File: src/rtl/scs8hd_oa_pipe_pkg.sv
// rtl/scs8hd_oa_pipe_pkg.sv - shared types and helpers for the OR-AND pipe
//
// Purpose: holds the per-channel OR-AND reduction used by scs8hd_oa_pipe.
// It is kept here so other decode blocks can reuse the same reduction.
// Ports: none (package).
package scs8hd_oa_pkg;

  // Widest OR operand slice oa_reduce accepts. Callers zero-extend narrower
  // slices, which does not change an OR reduction.
  localparam int MAX_N_IN = 256;

  // One lane of the array: (|a) & b1.
  function automatic logic oa_reduce(input logic [MAX_N_IN-1:0] a, input logic b1);
    return (|a) & b1;
  endfunction

endpackage

File: src/rtl/scs8hd_oa_pipe_if.sv
// rtl/scs8hd_oa_pipe_if.sv - input/output stream bundle for the OR-AND pipe
//
// Purpose: groups the input beat (IN_VALID/IN_READY/A/B1) and the output
// beat (OUT_VALID/OUT_READY/X) of scs8hd_oa_pipe.
// Modports:
//   master - the environment: drives IN_VALID, A, B1, OUT_READY
//   slave  - the pipe: drives IN_READY, OUT_VALID, X
interface scs8hd_oa_pipe_if #(
  parameter int N_IN     = 4,
  parameter int CHANNELS = 1
);
  import scs8hd_oa_pkg::*;

  logic                     IN_VALID;
  logic                     IN_READY;
  logic [CHANNELS*N_IN-1:0] A;
  logic [CHANNELS-1:0]      B1;
  logic                     OUT_VALID;
  logic                     OUT_READY;
  logic [CHANNELS-1:0]      X;

  modport master (
    output IN_VALID, A, B1, OUT_READY,
    input  IN_READY, OUT_VALID, X
  );

  modport slave (
    input  IN_VALID, A, B1, OUT_READY,
    output IN_READY, OUT_VALID, X
  );

endinterface

File: src/rtl/scs8hd_oa_pipe_skid.sv
// rtl/scs8hd_oa_pipe_skid.sv - two-register valid/ready buffer
//
// Purpose: generic skid buffer built from a main (output) register and one
// skid register. in_ready_o comes straight from a flop, so there is no
// combinational path from out_ready_i to in_ready_o.
// Ports:
//   clk_i, rst_i              clock, synchronous active-high reset
//   in_valid_i/in_ready_o     input handshake, in_data_i payload (W bits)
//   out_valid_o/out_ready_i   output handshake, out_data_o payload (W bits)
module scs8hd_oa_skid #(
  parameter int W = 1
) (
  input  logic         clk_i,
  input  logic         rst_i,
  input  logic         in_valid_i,
  output logic         in_ready_o,
  input  logic [W-1:0] in_data_i,
  output logic         out_valid_o,
  input  logic         out_ready_i,
  output logic [W-1:0] out_data_o
);
  import scs8hd_oa_pkg::*;

  logic         main_valid_q, main_valid_d;
  logic         skid_valid_q, skid_valid_d;
  logic [W-1:0] main_data_q, main_data_d;
  logic [W-1:0] skid_data_q, skid_data_d;
  logic         accept;
  logic         pop;

  assign in_ready_o  = ~skid_valid_q;
  assign out_valid_o = main_valid_q;
  assign out_data_o  = main_data_q;

  assign accept = in_valid_i & ~skid_valid_q;
  assign pop    = main_valid_q & out_ready_i;

  always_comb begin
    main_valid_d = main_valid_q;
    main_data_d  = main_data_q;
    skid_valid_d = skid_valid_q;
    skid_data_d  = skid_data_q;
    if (!main_valid_q || pop) begin
      if (skid_valid_q) begin
        // Skid drains into main first; no new beat can arrive while it is
        // full because in_ready_o is low.
        main_valid_d = 1'b1;
        main_data_d  = skid_data_q;
        skid_valid_d = 1'b0;
      end else begin
        main_valid_d = accept;
        if (accept) begin
          main_data_d = in_data_i;
        end
      end
    end else if (accept) begin
      // Main is stalled: park the beat in the skid register.
      skid_valid_d = 1'b1;
      skid_data_d  = in_data_i;
    end
  end

  always_ff @(posedge clk_i) begin
    if (rst_i) begin
      main_valid_q <= 1'b0;
      main_data_q  <= '0;
      skid_valid_q <= 1'b0;
      skid_data_q  <= '0;
    end else begin
      main_valid_q <= main_valid_d;
      main_data_q  <= main_data_d;
      skid_valid_q <= skid_valid_d;
      skid_data_q  <= skid_data_d;
    end
  end

endmodule

File: src/rtl/scs8hd_oa_pipe.sv
// rtl/scs8hd_oa_pipe.sv - pipelined, back-pressurable OR-AND array
//
// Purpose: per channel c, X[c] = (|A[c*N_IN +: N_IN]) & B1[c], registered
// with one cycle of latency behind a two-entry valid/ready buffer.
// Optional macro SCS8HD_OA_HITCNT_EN adds saturating per-channel hit
// counters that count popped beats with X[c]=1.
// Ports:
//   CLK, RESET   clock, synchronous active-high reset
//   bus          scs8hd_oa_pipe_if slave: IN_VALID/IN_READY/A/B1, OUT_VALID/OUT_READY/X
//   CNT_CLR      (macro only) clear all hit counters, wins over an increment
//   HIT_CNT      (macro only) per-channel count, channel c at [c*CNT_W +: CNT_W]
module scs8hd_oa_pipe #(
  parameter int N_IN     = 4,
  parameter int CHANNELS = 1,
  parameter int CNT_W    = 8
) (
  input  logic                      CLK,
  input  logic                      RESET,
  scs8hd_oa_pipe_if.slave           bus
`ifdef SCS8HD_OA_HITCNT_EN
  ,
  input  logic                      CNT_CLR,
  output logic [CHANNELS*CNT_W-1:0] HIT_CNT
`endif
);
  import scs8hd_oa_pkg::*;

  logic [CHANNELS-1:0] beat;

  for (genvar c = 0; c < CHANNELS; c++) begin : g_lane
    assign beat[c] = oa_reduce(MAX_N_IN'(bus.A[c*N_IN +: N_IN]), bus.B1[c]);
  end

  scs8hd_oa_skid #(.W(CHANNELS)) u_skid (
    .clk_i       (CLK),
    .rst_i       (RESET),
    .in_valid_i  (bus.IN_VALID),
    .in_ready_o  (bus.IN_READY),
    .in_data_i   (beat),
    .out_valid_o (bus.OUT_VALID),
    .out_ready_i (bus.OUT_READY),
    .out_data_o  (bus.X)
  );

`ifdef SCS8HD_OA_HITCNT_EN
  localparam logic [CNT_W-1:0] MAX_CNT = '1;

  logic [CHANNELS-1:0][CNT_W-1:0] cnt_q, cnt_d;
  logic                           pop;

  assign pop     = bus.OUT_VALID & bus.OUT_READY;
  assign HIT_CNT = cnt_q;

  always_comb begin
    cnt_d = cnt_q;
    if (CNT_CLR) begin
      cnt_d = '0;
    end else if (pop) begin
      for (int c = 0; c < CHANNELS; c++) begin
        if (bus.X[c] && (cnt_q[c] != MAX_CNT)) begin
          cnt_d[c] = cnt_q[c] + 1'b1;
        end
      end
    end
  end

  always_ff @(posedge CLK) begin
    if (RESET) begin
      cnt_q <= '0;
    end else begin
      cnt_q <= cnt_d;
    end
  end
`endif

endmodule

File: src/flat_wrapper.sv
// flat-port wrapper written by rule: the top's interface ports become plain ports
module scs8hd_oa_pipe_flat import scs8hd_oa_pkg::*;
#(
  parameter int N_IN     = 4,
  parameter int CHANNELS = 1,
  parameter int CNT_W    = 8
)
  (CLK, RESET, bus_IN_VALID, bus_A, bus_B1, bus_OUT_READY, bus_IN_READY, bus_OUT_VALID, bus_X);
  scs8hd_oa_pipe_if #(.N_IN(N_IN), .CHANNELS(CHANNELS)) bus_i ();
  input  logic CLK;
  input  logic RESET;
  input wire logic [$bits(bus_i.IN_VALID)-1:0] bus_IN_VALID;
  input wire logic [$bits(bus_i.A)-1:0] bus_A;
  input wire logic [$bits(bus_i.B1)-1:0] bus_B1;
  input wire logic [$bits(bus_i.OUT_READY)-1:0] bus_OUT_READY;
  output wire logic [$bits(bus_i.IN_READY)-1:0] bus_IN_READY;
  output wire logic [$bits(bus_i.OUT_VALID)-1:0] bus_OUT_VALID;
  output wire logic [$bits(bus_i.X)-1:0] bus_X;
  assign bus_i.IN_VALID = bus_IN_VALID;
  assign bus_i.A = bus_A;
  assign bus_i.B1 = bus_B1;
  assign bus_i.OUT_READY = bus_OUT_READY;
  assign bus_IN_READY = bus_i.IN_READY;
  assign bus_OUT_VALID = bus_i.OUT_VALID;
  assign bus_X = bus_i.X;
  scs8hd_oa_pipe #(.N_IN(N_IN), .CHANNELS(CHANNELS), .CNT_W(CNT_W)) u_core (.CLK(CLK), .RESET(RESET), .bus(bus_i));
endmodule
File: config.mk
export PLATFORM = sky130hd
export DESIGN_NAME = scs8hd_oa_pipe_flat
export DESIGN_NICKNAME = d
export VERILOG_FILES = /design/src/rtl/scs8hd_oa_pipe_pkg.sv /design/src/rtl/scs8hd_oa_pipe_if.sv /design/src/rtl/scs8hd_oa_pipe_skid.sv /design/src/rtl/scs8hd_oa_pipe.sv /design/src/flat_wrapper.sv
export SDC_FILE = /design/constraint.sdc
export NUM_CORES = 1
export LEC_CHECK = 0
export ABC_AREA = 1
export CAP_MARGIN = 10
export CORE_AREA = 4 4 41 43
export CTS_CLUSTER_DIAMETER = 120
export DETAILED_ROUTE_END_ITERATION = 10
export DIE_AREA = 0 0 45 47
export GPL_TIMING_DRIVEN = 0
export PLACE_DENSITY = 0.47
export SETUP_SLACK_MARGIN = 0.3
export SLEW_MARGIN = 10
export SYNTH_ARGS = -nofsm -noshare
export SYNTH_HDL_FRONTEND = slang
export SYNTH_SLANG_ARGS = --single-unit
File: constraint.sdc
create_clock -name CLK -period 0.8 [get_ports CLK]
set_input_delay 0.16 -clock CLK [delete_from_list [all_inputs] [get_ports CLK]]
set_output_delay 0.16 -clock CLK [all_outputs]
set_load 0.005 [all_outputs]
Yosys cells after proc, flatten, opt, wreduce, memory -nomap -nowiden
Index checks and enable logic that the tools add are counted.
{ "totals": {"reg_bits": 4, "input_bits": 9, "wordCells": 19} }
{ "classes": {"mux": 3, "bitwise": 5, "n_reduce_logical": 7} }
{ "ops": {"columns": ["cell", "n"], "rows": [
  ["AND reduction 2 bit", 2],
  ["OR reduction 4 bit", 1],
  ["AND 1 bit", 3],
  ["2-to-1 mux 1 bit", 3],
  ["NOT 1 bit", 2],
  ["nonzero test 2 bit", 1],
  ["OR reduction 2 bit", 1],
  ["zero test 1 bit", 1],
  ["logical OR 1 bit", 1]
]} }

Longest topological paths before layout
{ "depth": {"depth_word": 4, "depth_mapped": 6} }

By module
Synthesis repeated with hierarchy kept, for this count alone.
{ "hier_totals": {"cells_unflattened": 33, "hier_area_um2": 211.5} }
{ "by_module_without_submodules": {"columns": ["mod", "instances", "cells_each", "area_per_inst_um2"], "rows": [
  ["scs8hd_oa_skid", 1, 29, 195.2],
  ["scs8hd_oa_pipe", 1, 4, 16.3]
]} }

Worst setup path after synthesis
OpenSTA, ideal clock, no wires.
{ "synth_path": {"path_type": "register to register", "start": "register u_core.u_skid.main_valid_q, in the netlist u_core.u_skid.out_valid_o", "end": "register u_core.u_skid.skid_data_q", "arrival_ns": 0.706, "required_time_ns": 0.690, "path_slack_ns": -0.016, "stages_incl_launch_ff": 6, "n_path_buf": 0, "path_cell_list": "dfxtp_1 > nand2_4 > nor3_1 > nand2_1 > nand3_1 > inv_1"} }
{ "synth_via": {"elab_chain_cells": 4, "elab_cells_between_ends": 5, "classes_between": "2 x bitwise; 3 x reduce/logical"} }
{ "synth_rtl": {"columns": ["item", "line", "source"], "rows": [
  ["start, declared", "scs8hd_oa_pipe_skid.sv:24", "logic main_valid_q, main_valid_d;"],
  ["start signal, assigned", "scs8hd_oa_pipe_skid.sv:70", "main_valid_q <= main_valid_d;"],
  ["AND 1 bit / zero test 1 bit (equally long branches)", "scs8hd_oa_pipe_skid.sv:36, scs8hd_oa_pipe_skid.sv:43", null],
  ["logical OR 1 bit *", "scs8hd_oa_pipe_skid.sv:43", "if (!main_valid_q || pop) begin"],
  ["NOT 1 bit (no source line) *", null, null],
  ["AND reduction 2 bit (no source line) *", null, null],
  ["end signal, assigned", "scs8hd_oa_pipe_skid.sv:73", "skid_data_q <= skid_data_d;"],
  ["end, declared", "scs8hd_oa_pipe_skid.sv:27", "logic [W-1:0] skid_data_q, skid_data_d;"]
]} }
Every way passes the cells marked *; elsewhere a longest branch is shown, timed or not.
A chain may end at the register's enable or synchronous reset.

Worst setup path in the final report
{ "layout_path": {"start": "register u_core.u_skid.skid_valid_q", "end": "register u_core.u_skid.main_data_q, in the netlist u_core.u_skid.out_data_o"} }
{ "layout_via": {"elab_chain_cells": 4, "elab_cells_between_ends": 5, "classes_between": "1 x mux; 2 x bitwise; 2 x reduce/logical"} }
{ "layout_rtl": {"columns": ["item", "line", "source"], "rows": [
  ["start, declared", "scs8hd_oa_pipe_skid.sv:25", "logic skid_valid_q, skid_valid_d;"],
  ["start signal, assigned", "scs8hd_oa_pipe_skid.sv:72", "skid_valid_q <= skid_valid_d;"],
  ["NOT 1 bit", "scs8hd_oa_pipe_skid.sv:35", "assign accept = in_valid_i & ~skid_valid_q;"],
  ["AND 1 bit", "scs8hd_oa_pipe_skid.sv:35", null],
  ["nonzero test 2 bit (no source line)", null, null],
  ["AND reduction 2 bit (no source line)", null, null],
  ["end signal, assigned", "scs8hd_oa_pipe_skid.sv:71", "main_data_q <= main_data_d;"],
  ["end, declared", "scs8hd_oa_pipe_skid.sv:26", "logic [W-1:0] main_data_q, main_data_d;"]
]} }
Several ways; a longest one is shown, not always the timed one.

==> impl_metrics.env <==
export IMPL_outcome="finished with violations"
export IMPL_violations="negative setup slack"
export IMPL_irDropWorstVdd_v=0.000724
export IMPL_slew_headroom_pct=87.7
export IMPL_placeableCoreArea_um2=1300
export IMPL_crit_path_max_fanout=3
export IMPL_dp_hpwl_um=385
export IMPL_antenna_found_initial=0
export IMPL_finalWirelength_um=491
export IMPL_grt_total_usage_pct=6.32
export IMPL_power_total_mw=0.577
export IMPL_hold_buffers=0
export IMPL_max_freq_mhz=1100
export IMPL_hold_depth=2
export IMPL_fin_cells=61
export IMPL_hold_class="reg -> reg"
export IMPL_die_area_um2=2120
export IMPL_dp_cells=55
export IMPL_setup_viol=7
export IMPL_ys_seq_area_share_pct=38.8
export IMPL_start_util_pct=15.9
export IMPL_drt_iter0_drc=2
export IMPL_place_congestion=0.627
export IMPL_die_h_um=47
export IMPL_grt_max_degree=6
export IMPL_firstDrtPassIters=4
export IMPL_grt_ovfl_total=0
export IMPL_grt_pass1_wl_um=883
export IMPL_pre_cts_ws_ns=-0.373
export IMPL_wl_per_cell_um=8.05
export IMPL_antenna_left=0
export IMPL_drv_cap=0
export IMPL_drive_above_1_share_pct=50.0
export IMPL_critical_path_class="reg -> reg"
export IMPL_rr_worst_depth=7
export IMPL_ys_ff_latch=4
export IMPL_rrSetupSlack_ns=-0.11
export IMPL_port_buffers=11
export IMPL_reg2reg_from="u_core.u_skid.skid_valid_q"
export IMPL_critPathBufInv=2
export IMPL_critPathLaunchType="register"
export IMPL_cp_top_family="flip-flops"
export IMPL_synthCells=29
export IMPL_h_tree_depth=1
export IMPL_max_stage_delay_ns=0.33
export IMPL_drc_errors=0
export IMPL_critPathRequiredTime_ns=0.96
export IMPL_fin_nets=57
export IMPL_endpoint_kind="register"
export IMPL_diodes=0
export IMPL_clkLatencyLatePin_ns=0.23
export IMPL_clockBufferDepth=2
export IMPL_synth_area_um2=206
export IMPL_crit_slowest_cell="dfxtp_2"
export IMPL_ys_types=14
export IMPL_cts_sinks=4
export IMPL_postLayoutSetupSlackWorst_ns=-0.108
export IMPL_worst_pin_slew_ns=0.184
export IMPL_worstHoldEndpoint="u_core.u_skid.out_data_o"
export IMPL_clk_pin_slew_ns=0.04
export IMPL_num_io_pins=12
export IMPL_grt_pass1_vias=226
export IMPL_die_w_um=45
export IMPL_syn_to_final_growth_pct=86.7
export IMPL_hold_viol_final=0
export IMPL_worstPathCellList="inv_2 -> buf_6 -> nand2_4 -> nand2_2 -> nor2_2 -> nand2_1 -> a21oi_2"
export IMPL_slew_violations=0
export IMPL_yosysWarnings=0
export IMPL_fill_cells=150
export IMPL_avgViaCountPerCell=3.67
export IMPL_reg2reg_to="u_core.u_skid.out_data_o"
export IMPL_min_period_over_period_pct=113
export IMPL_cts_tree="done"
export IMPL_hold_start="u_core.u_skid.out_data_o"
export IMPL_min_period_ns=0.908
export IMPL_synth_nets=38
export IMPL_avgSynthCellArea_um2=7.12
export IMPL_rsz0062_at_grt="yes"
export IMPL_finClkSkew_ns=0.00582
export IMPL_numCtsBuffers=3
export IMPL_leakage_nw=0.182
export IMPL_vias=224
export IMPL_rows=13
export IMPL_tns_ns=-0.431
export IMPL_power_density_nw_per_um2=1500
export IMPL_cts_root_buf="clkbuf_4"
export IMPL_critPathArrivalTime_ns=1.07
[state kept, by name (all words and copies together) (netlist names)]
signal and cells:
u_core.u_skid.skid_data_q 1, u_core.u_skid.out_valid_o 1, u_core.u_skid.out_data_o 1, u_core.u_skid.skid_valid_q 1
[through the flow]
step	hold slack [ns]	area, µm²	util [%]
CTS	0.434	373	28.7
global placement	0.469	343	26.3
floorplan	0.222	214	-
finish	0.469	385	29.6
global route	0.479	385	29.6
detailed placement	0.470	343	26.3
[how the worst max path moves through the flow]
stage / startpoint / to / slack (ns) / cells past startpoint
after global routing: u_core.u_skid.skid_valid_q / u_core.u_skid.out_data_o / -0.17 / 7
after detailed placement: bus_IN_VALID / u_core.u_skid.out_data_o / -0.37 / 7
after global placement: bus_IN_VALID / u_core.u_skid.out_data_o / -0.36 / 7
after CTS: u_core.u_skid.skid_valid_q / u_core.u_skid.out_data_o / -0.11 / 7
after floorplan: u_core.u_skid.skid_valid_q / u_core.u_skid.out_data_o / 0.04 / 6
final: u_core.u_skid.skid_valid_q / u_core.u_skid.out_data_o / -0.11 / 7
[metal layers]
layer | wire length, µm | global-route usage, % | share of wire [%]
met5 | 0 | 0 | 0
met4 | 0 | 1.75 | 0
met3 | 53 | 7.66 | 11
met2 | 205 | 8.47 | 42
met1 | 233 | 6.14 | 47
[worst register-to-register path, delay by kind of cell (launching register included)]
kind                   cells  cell delay [ns]
DFF                        1             0.33
AOI/OAI and AO/OA          1             0.11
buffers and inverters      2             0.17
and+or+nand+nor            4             0.23
[power breakdown]
part	internal [mW]	switching, mW	total (mW)
Clock	0.167	0.0761	0.243
Combinational	0.0682	0.0486	0.117
Sequential	0.212	0.00479	0.217
Total	0.447	0.129	0.577
[cell type report]
type / count / area (µm²) / share of cell area (%)
repair buffers: 14 / 120 / 31.2
inverters: 5 / 20.0 / 5.19
multi-input cells: 20 / 121 / 31.5
well taps: 15 / 18.8 / 4.87
flip-flops and latches: 4 / 82.6 / 21.4
clock buffers: 3 / 22.5 / 5.84
[cell usage after synthesis]
| cell | count | share of area, % |
|---|---|---|
| a21oi_1 | 1 | 2.4 |
| o21bai_1 | 1 | 3.6 |
| nand2_2 | 2 | 6.1 |
| nor3_1 | 2 | 4.8 |
| clkinv_2 | 1 | 2.4 |
| nand3_1 | 1 | 2.4 |
| nor2_1 | 3 | 5.5 |
| nand2_4 | 1 | 5.5 |
| dfxtp_1 | 4 | 39 |
| nand2_1 | 6 | 11 |
| a21oi_2 | 1 | 4.2 |
| inv_2 | 2 | 3.6 |
| nor2_2 | 2 | 6.1 |
| inv_1 | 2 | 3.6 |
[placed cells by master (no fill, tap or decap), drive strengths merged]
cell / count
a21oi: 2
nor2: 5
dlygate4sd2: 1
o21bai: 1
clkbuf: 3
nand3: 1
inv: 4
nor3: 2
clkinv: 1
dfxtp: 4
clkdlybuf4s50: 7
nand2: 9
buf: 6
[kinds of logic (layout without fill, tap and decap cells)]
logic type             count (synthesis)  after routing  synth area share (%)
flip-flops                             4              4                  38.8
buffers and inverters                  5             22                  9.70
AND/OR/NAND/NOR                       17             17                  41.2
AO/OA/AOI/OAI                          3              3                  10.3
[repair_timing]
item                                    in CTS  in global routing
pin swaps                                    1                  1
cloned                                       0                  0
buffers inserted                             2                  1
endpoints found under the setup margin       7                  7
resized for setup                           15                  2
No activity file was read; power rests on OpenSTA's default activity.
==> RTL change: new RTL, same flow settings <==
`N_IN` is set to 4 in 3 places; all go to 5.
--- a/src/rtl/scs8hd_oa_pipe_if.sv
+++ b/src/rtl/scs8hd_oa_pipe_if.sv
@@ -6,7 +6,7 @@
 //   master - the environment: drives IN_VALID, A, B1, OUT_READY
 //   slave  - the pipe: drives IN_READY, OUT_VALID, X
 interface scs8hd_oa_pipe_if #(
-  parameter int N_IN     = 4,
+  parameter int N_IN     = 5,
   parameter int CHANNELS = 1
 );
   import scs8hd_oa_pkg::*;
--- a/src/rtl/scs8hd_oa_pipe.sv
+++ b/src/rtl/scs8hd_oa_pipe.sv
@@ -10,7 +10,7 @@
 //   CNT_CLR      (macro only) clear all hit counters, wins over an increment
 //   HIT_CNT      (macro only) per-channel count, channel c at [c*CNT_W +: CNT_W]
 module scs8hd_oa_pipe #(
-  parameter int N_IN     = 4,
+  parameter int N_IN     = 5,
   parameter int CHANNELS = 1,
   parameter int CNT_W    = 8
 ) (
--- a/src/flat_wrapper.sv
+++ b/src/flat_wrapper.sv
@@ -1,7 +1,7 @@
 // flat-port wrapper written by rule: the top's interface ports become plain ports
 module scs8hd_oa_pipe_flat import scs8hd_oa_pkg::*;
 #(
-  parameter int N_IN     = 4,
+  parameter int N_IN     = 5,
   parameter int CHANNELS = 1,
   parameter int CNT_W    = 8
 )
Interface: changed (resized bus_A); port bits go from 12 to 13. No check against the original RTL was run, so the function may have changed too.
==> RTL change against the unedited design <==
The flow still finishes with violations (setup timing). Total power rose by 1.1%. Area after synthesis shrank 6.1%. Design area grew 2.6%. Clock skew decreased by 0.0043 ns. Count of clock-buffer cells in the layout is the same. Sequential cell count unchanged. Critical endpoint unchanged. Final cell count shrank 1.6%. Critical path depth is the same. Wire length up 12%. Setup slack gained 0.00094 ns.
==> RTL change: results (changes against the unedited design) <==
Compound-Gate Fraction of Synth Area=13.5% (+3.2 points); ranking of synthesized cells by area=dfxtp_1 (41%), nand2_2 (9.7%), inv_1 (7.7%); post-synthesis cell type count=12 (-2); routed wire length=549 µm (+12%); M1 wire length=222 µm (-4.7%); syn_area_per_cell=7.18 µm² (+0.90%); Leak=0.193 nW (+5.8%); Comb pwr share=20.0% (-0.2 points); Total GRT Usage=5.77% (-0.55 points); placer congestion estimate=0.651 (+3.9%); Placed Instances=54 (-1.8%); DP Area=335 µm² (-2.2%); multiplexer share of the synthesized area=0% (unchanged); Port Buffers=12 (+1); number of nets in the layout=57 (unchanged); failing checks=setup timing; Flop pwr share=37.7% (+0.2 points); final worst setup slack=-0.107 ns (+0.000935 ns); met1 global-route usage=5.92% (-0.21 points); met3 WL=43 µm (-19%); Slowest-stage cell, CP=clkdlybuf4s50_1; first-pass GRT wire length=786 µm (-11%); Area growth syn-to-layout=104%; met2 Use GR=8.19% (-0.28 points); drt first-iter violations=5 (+3); final worst clock skew=0.00155 ns (-0.00428 ns); Commonest cells post-synth=dfxtp_1 (4), inv_1 (4), nand2_1 (4), nor2_1 (4), nand2_2 (3); fillers=147 (-2.0%); CTS buffer count=3 (unchanged); pre-CTS setup slack=-0.341 ns (+0.0322 ns); Sw Pwr=131 µW (+1.3%); crit path DAT=1.07 ns (about the same); slowest stage delay, CP=0.47 ns (+0.14 ns); final setup violation count=7 (unchanged); Mapped Nets=37 (-2.6%); largest net degree at the start of global routing=5 (-1); Detailed Place HPWL=403 µm (+4.6%); layout cell share with drive strength beyond 1=44.4% (-5.6 points); setup TNS=-0.355 ns (+0.0762 ns); CP delay by family, top=buffers and inverters; IR drop worst, VDD=0.410 mV (-43%); met3 GRT Util=3.45% (-4.2 points); routed length per instance=9.15 µm (+14%); H-tree depth=1 (unchanged); vias post-DR=213 (-4.9%); Slew Limit Headroom=88.2% (+0.50 points); Seq/Total Area, Yosys=41.3% (+2.5 points); worst min-delay path category=in2reg; Crit Path Max Fanout=3 (unchanged); status=finished, violations left; Hold Path Stages=5 (+3); Power, Total=583 µW (+1.1%); met2 WL=284 µm (+39%)
RTL change: repair_timing:
action | in CTS | in global routing
hold buffers | 0 | 0
setup endpoints to repair | 7 | 7
cloned | 0 | 0
resized for setup | 16 | 5
setup buffers | 3 | 0
pin swaps | 1 | 1
RTL change: final timing paths:
| path | start | end | slack [ns] |
|---|---|---|---|
| hold reg to reg | u_core.u_skid.out_data_o | u_core.u_skid.out_data_o | 0.48 |
| setup reg to reg | u_core.u_skid.skid_valid_q | u_core.u_skid.out_data_o | -0.10 |
| setup / recovery | bus_OUT_READY | u_core.u_skid.out_data_o | -0.11 |
| hold / removal | bus_IN_VALID | u_core.u_skid.out_valid_o | 0.35 |
RTL change: layout make-up:
cell class / count / share of cell area [%]
multi-input cells: 18 / 28.2
flip-flops and latches: 4 / 21.2
clock buffers: 3 / 5.70
repair buffers: 15 / 35.4
well taps: 15 / 4.75
inverters: 5 / 4.75
